## src/rtl/idex_pkg.sv

```systemverilog
// rtl/idex_pkg.sv - shared types and constants for the ID/EX skid register
//
// Contents:
//   idex_state_t    occupancy state: ST_EMPTY, ST_ONE (main valid), ST_TWO (main + skid valid)
//   IDEX_*          default payload geometry and the default NOP opcode
//   idex_payload_t  payload struct at the default geometry (opcode, ops, imm)
//   idex_entries()  number of valid entries held in a given state
package idex_pkg;

   typedef enum logic [1:0] {
      ST_EMPTY = 2'd0,
      ST_ONE   = 2'd1,
      ST_TWO   = 2'd2
   } idex_state_t;

   localparam int IDEX_DATA_W  = 32;
   localparam int IDEX_OP_W    = 5;
   localparam int IDEX_NUM_OPS = 3;
   localparam int IDEX_IMM_W   = 32;

   localparam logic [IDEX_OP_W-1:0] IDEX_NOP_OPCODE = '0;

   typedef struct packed {
      logic [IDEX_OP_W-1:0]                opcode;
      logic [IDEX_NUM_OPS*IDEX_DATA_W-1:0] ops;
      logic [IDEX_IMM_W-1:0]               imm;
   } idex_payload_t;

   function automatic logic [1:0] idex_entries(idex_state_t s);
      case (s)
         ST_ONE:  return 2'd1;
         ST_TWO:  return 2'd2;
         default: return 2'd0;
      endcase
   endfunction

endpackage

```

## src/rtl/idex_perf_counters.sv

```systemverilog
// rtl/idex_perf_counters.sv - saturating stall and flush-drop counters
//
// Ports:
//   clk, rst_n          clock, asynchronous active-low reset
//   i_stall             output held valid but not accepted this cycle
//   i_flush             flush asserted this cycle
//   i_drop_cnt          valid entries discarded if this cycle flushes (0..2)
//   o_stall_cnt         stall cycles seen, saturating at all-ones
//   o_flush_drop_cnt    entries discarded by flushes, saturating at all-ones
module idex_perf_counters (
   input  logic        clk,
   input  logic        rst_n,
   input  logic        i_stall,
   input  logic        i_flush,
   input  logic [1:0]  i_drop_cnt,
   output logic [31:0] o_stall_cnt,
   output logic [31:0] o_flush_drop_cnt
);

   logic [31:0] r_stall_cnt;
   logic [31:0] r_drop_cnt;
   logic [32:0] w_drop_sum;

   // One extra bit catches the carry so the add saturates instead of wrapping.
   assign w_drop_sum = {1'b0, r_drop_cnt} + {31'b0, i_drop_cnt};

   always_ff @(posedge clk or negedge rst_n) begin
      if (!rst_n) begin
         r_stall_cnt <= '0;
         r_drop_cnt  <= '0;
      end else begin
         if (i_stall && (r_stall_cnt != '1))
            r_stall_cnt <= r_stall_cnt + 32'd1;
         if (i_flush)
            r_drop_cnt <= w_drop_sum[32] ? '1 : w_drop_sum[31:0];
      end
   end

   assign o_stall_cnt      = r_stall_cnt;
   assign o_flush_drop_cnt = r_drop_cnt;

endmodule

```

## src/rtl/id_ex_skid_reg.sv

```systemverilog
// rtl/id_ex_skid_reg.sv - ID/EX pipeline register with valid/ready and 2-entry skid
//
// Optional feature: IDEX_PERF_CNT_EN adds stall_cnt and flush_drop_cnt outputs.
//
// Ports:
//   clk, rst_n                      clock, asynchronous active-low reset
//   flush                           synchronous kill of all held entries
//   in_valid/in_ready               decode-side handshake (in_ready is registered)
//   in_opcode/in_ops/in_imm         decode payload (ops lane 0 = Rd, 1 = Rs, 2 = Rt)
//   out_valid/out_ready             execute-side handshake
//   out_opcode/out_ops/out_imm      execute payload, NOP/zero when out_valid=0
//   stall_cnt, flush_drop_cnt       performance counters (IDEX_PERF_CNT_EN only)
module id_ex_skid_reg
   import idex_pkg::*;
#(
   parameter int              DATA_W     = IDEX_DATA_W,
   parameter int              OP_W       = IDEX_OP_W,
   parameter int              NUM_OPS    = IDEX_NUM_OPS,
   parameter int              IMM_W      = IDEX_IMM_W,
   parameter logic [OP_W-1:0] NOP_OPCODE = OP_W'(IDEX_NOP_OPCODE)
) (
   input  logic                      clk,
   input  logic                      rst_n,
   input  logic                      flush,
   input  logic                      in_valid,
   output logic                      in_ready,
   input  logic [OP_W-1:0]           in_opcode,
   input  logic [NUM_OPS*DATA_W-1:0] in_ops,
   input  logic [IMM_W-1:0]          in_imm,
   output logic                      out_valid,
   input  logic                      out_ready,
   output logic [OP_W-1:0]           out_opcode,
   output logic [NUM_OPS*DATA_W-1:0] out_ops,
   output logic [IMM_W-1:0]          out_imm
`ifdef IDEX_PERF_CNT_EN
   ,
   output logic [31:0]               stall_cnt,
   output logic [31:0]               flush_drop_cnt
`endif
);

   localparam int OPS_W = NUM_OPS * DATA_W;
   localparam int PL_W  = OP_W + OPS_W + IMM_W;
   localparam logic [PL_W-1:0] NOP_PL = {NOP_OPCODE, {(OPS_W + IMM_W){1'b0}}};

   idex_state_t     r_state;
   idex_state_t     w_next_state;
   logic [PL_W-1:0] r_main;
   logic [PL_W-1:0] r_skid;
   logic            r_in_ready;
   logic [PL_W-1:0] w_in_pl;
   logic            w_out_valid;
   logic            w_accept;
   logic            w_fire;

   assign w_in_pl     = {in_opcode, in_ops, in_imm};
   assign w_out_valid = (r_state != ST_EMPTY);
   assign w_accept    = in_valid & r_in_ready;
   assign w_fire      = w_out_valid & out_ready;

   // State register; in_ready is precomputed from the next state so the
   // decode side sees a flop output.
   always_ff @(posedge clk or negedge rst_n) begin
      if (!rst_n) begin
         r_state    <= ST_EMPTY;
         r_in_ready <= 1'b1;
      end else begin
         r_state    <= w_next_state;
         r_in_ready <= (w_next_state != ST_TWO);
      end
   end

   always_comb begin
      w_next_state = r_state;
      if (flush) begin
         w_next_state = ST_EMPTY;
      end else begin
         case (r_state)
            ST_EMPTY: if (w_accept) w_next_state = ST_ONE;
            ST_ONE: begin
               if (w_accept && !w_fire)      w_next_state = ST_TWO;
               else if (!w_accept && w_fire) w_next_state = ST_EMPTY;
            end
            ST_TWO:   if (w_fire) w_next_state = ST_ONE;
            default:  w_next_state = ST_EMPTY;
         endcase
      end
   end

   // Main is kept at the NOP payload whenever the stage is empty, so the
   // outputs come straight from the register with no muxing.
   always_ff @(posedge clk or negedge rst_n) begin
      if (!rst_n) begin
         r_main <= NOP_PL;
         r_skid <= NOP_PL;
      end else if (flush) begin
         r_main <= NOP_PL;
         r_skid <= NOP_PL;
      end else begin
         case (r_state)
            ST_EMPTY: if (w_accept) r_main <= w_in_pl;
            ST_ONE: begin
               if (w_accept && w_fire)  r_main <= w_in_pl;
               else if (w_accept)       r_skid <= w_in_pl;
               else if (w_fire)         r_main <= NOP_PL;
            end
            ST_TWO: begin
               if (w_fire) begin
                  r_main <= r_skid;
                  r_skid <= NOP_PL;
               end
            end
            default: begin
               r_main <= NOP_PL;
               r_skid <= NOP_PL;
            end
         endcase
      end
   end

   always_comb begin
      out_valid                        = w_out_valid;
      {out_opcode, out_ops, out_imm}   = r_main;
      in_ready                         = r_in_ready;
   end

`ifdef IDEX_PERF_CNT_EN
   idex_perf_counters u_perf (
      .clk              (clk),
      .rst_n            (rst_n),
      .i_stall          (w_out_valid & ~out_ready),
      .i_flush          (flush),
      .i_drop_cnt       (idex_entries(r_state)),
      .o_stall_cnt      (stall_cnt),
      .o_flush_drop_cnt (flush_drop_cnt)
   );
`endif

endmodule

```

## config.mk

```make
export PLATFORM = sky130hd
export DESIGN_NAME = id_ex_skid_reg
export DESIGN_NICKNAME = d
export VERILOG_FILES = /design/src/rtl/idex_pkg.sv /design/src/rtl/idex_perf_counters.sv /design/src/rtl/id_ex_skid_reg.sv
export SDC_FILE = /design/constraint.sdc
export NUM_CORES = 1
export LEC_CHECK = 0
export CORE_MARGIN = 2
export CORE_UTILIZATION = 53
export DETAILED_ROUTE_END_ITERATION = 10
export PLACE_DENSITY = 0.82
export SETUP_SLACK_MARGIN = 0.3
export SLEW_MARGIN = 20
export SYNTH_ARGS = -nofsm -noshare
export SYNTH_HDL_FRONTEND = slang
export SYNTH_SLANG_ARGS = --single-unit
```

## constraint.sdc

```tcl
create_clock -name clk -period 4.7 [get_ports clk]
set_input_delay 1.41 -clock clk [delete_from_list [all_inputs] [get_ports clk]]
set_output_delay 1.41 -clock clk [all_outputs]
set_load 0.03 [all_outputs]
```

==> qor.yml <==
run_status:
  outcome: "complete, no violations"
power:
  power_density_nw_per_um2: 369
  cellLeakagePower_nw: 6.86
  power.total_mw: 6.37
  peakVddDrop_uv: 264
timing:
  timing.fmax_mhz: 263
  finalWorstSetupSlack_ns: 0.891
  tns_ns: 0
  period_share_pct: 81.0
  finalHoldViolations: 0
  finClkSkew_ns: 0.00801
  fin_crit_ns: 3.81
  slew_headroom_pct: 26.9
  rsz0062_at_grt: "no"
  setup_viol: 0
  tightest_slew_ns: 1.10
  maxSlewViolCount: 0
synthesis:
  synth_top_area_cell: "dfrtp_1"
  synth.distinct_cells: 33
  yosys.area.top_type_share_pct: 50.3
  synth_edf_count: 0
  synth_area_um2: 13300
  synthTopCellsByCount: "268 x dfrtp_1, 134 x nand2b_1, 134 x nand3_1"
  synthesis.nets: 1423
  async_flop_share_pct: 100
  syn_avg_cell_area_um2: 10.4
  ys_warn_count: 0
  yosys.cell_count.top_type: "dfrtp_1"
  synth-seq-area-share_pct: 50.5
  ys_ff_latch: 269
  synthFlopType: "dfrtp_1"
  synthTopCellsByArea: "dfrtp_1 50%, nand2b_1 6.3%, mux2_2 5.3%"
  syn_inst: 1285
worst_setup_path:
  critPathKind: "reg2out"
  slowest_stage: "dfrtp_2"
  slowest_delay_ns: 0.93
  cp-end-kind: "output port"
  start_kind: "flop"
  cp.required_ns: 3.29
  worstPathArrival_ns: 2.40
  crit_fanout: 39
  path_cells: "or2_2 -> clkdlybuf4s50_1"
cts:
  postCtsResizedCells: 0
  cts_sinks: 269
  clock_latency_ns: 0.54
  h-tree-depth: 1
  clockBufferDepth: 3
  cts_hold_buf: 0
  post_cts_buffers: 0
  tritoncts: "built"
  clk_pin_slew_worst_paths_ns: 0.06
  cts-root-buf: "clkbuf_16"
  cts_buffers: 29
run:
  drv_cap: 0
routing:
  viasPerCell: 6.07
  wl_um: 37000
  dr.pass1.iters: 5
  wl_per_cell_um: 20.2
  post-route-drc-count: 0
  antenna_left: 0
  drt_iter0_markers: 1151
  vias: 11144
global_route:
  grt_pass1_vias: 11148
  antenna_found_initial: 2
  track_usage_pct: 27.8
  gr-total-overflow: 0
  grt_max_degree: 134
  grt_first_pass_wirelength_um: 59500
placed_design:
  postPlaceCellArea_um2: 16200
  placed_cells_incl_taps: 1781
  port_buffers: 272
  post-place-ws_ns: 1.03
  dp_hpwl_um: 22000
  gp_congestion: 0.759
final_layout:
  finalInstanceArea_um2: 17300
  final.fill_count: 1888
  syn_to_final_growth_pct: 29.5
  drive_above_1_share_pct: 10.1
  final_cells: 1837
  nNetsFinal: 1620
die:
  io_pins: 273
  fp.dieH_um: 163
  row_count: 58
  die_w_um: 163
  fp.dieArea_um2: 26500
  design.core.area_um2: 25000
  start_util_pct: 53.4
worst_hold_path:
  hold_class: "reg2reg"
[final timing paths]
check                            from     endpoint  slack (ns)  cells after the start
min reg2reg                 r_main[3]    r_main[3]        0.48                      2
max in group asynchronous       rst_n   r_skid[96]        2.78                      2
min in group asynchronous       rst_n  r_skid[115]        0.89                      1
max                        r_state[0]    out_valid        0.89                      2
min                         r_main[3]    r_main[3]        0.48                      2
max reg2reg                r_state[0]   r_main[33]        1.49                      5
[area by class of cell]
| class | count | area (um2) | area share (%) |
|---|---|---|---|
| Antenna cell | 2 | 5.00 | 0.0290 |
| Clock buffer | 37 | 806 | 4.66 |
| Tap cell | 330 | 413 | 2.39 |
| Multi-Input combinational cell | 884 | 6030 | 34.9 |
| Timing Repair Buffer | 297 | 3000 | 17.4 |
| Inverter | 1 | 3.75 | 0.0217 |
| Sequential cell | 269 | 6740 | 39.0 |
| Clock inverter | 17 | 289 | 1.67 |
[worst max-delay path, delay by kind of cell, from the launching register on]
kind / cells / cell delay [ns]
simple gates: 1 / 0.24
flops: 1 / 0.93
buf+inv: 1 / 0.66
[flip-flops by register name, summed over array words and instances, names as in the netlist]
signal    cells
r_skid      133
r_main      133
r_state       2
in_ready      1
[placed cells by master (no fill, tap or decap), types with 64 or more instances in the layout]
cell type and count:
a22o_1 70, clkdlybuf4s50_1 270, dfrtp_1 266, mux2i_1 70, nand2_1 64, nand2b_1 134
nand3_1 134, o21ai_0 120, o21ai_1 76, o2bb2ai_1 70
[routing by layer]
metal | part of all wire [%] | global-route usage, % | vias to the layer above | wire length, um
met5 | 0 | 0 | - | 0
met4 | 3.3 | 9.90 | 0 | 1210
met3 | 7.2 | 5.47 | 80 | 2680
met2 | 47 | 44.5 | 405 | 17500
met1 | 42 | 38.0 | 5569 | 15600
li1 | - | - | 5090 | -
[stage by stage]
step	hold slack (ns)	util [%]
2_1_floorplan	0.500	-
3_3_place_gp	0.460	64.8
3_5_place_dp	0.472	64.8
4_1_cts	0.485	69.2
5_1_grt	0.509	69.2
6_report	0.478	69.2
[where the power goes]
part | switching [mW] | internal, mW | total, mW
Sequential | 0.0937 | 2.45 | 2.55
Clock | 0.955 | 1.65 | 2.60
Combinational | 0.717 | 0.504 | 1.22
Total | 1.77 | 4.60 | 6.37
[cell families (layout without fill, tap and decap cells)]
family | Yosys count | in the layout | share of synthesized area [%]
compound gates | 407 | 407 | 20.5
flops | 269 | 269 | 50.5
simple gates | 344 | 344 | 13.7
mux | 133 | 133 | 10.6
buf+inv | 132 | 352 | 4.69
other cells | 0 | 2 | 0
No activity file was read; power rests on OpenSTA's default activity.
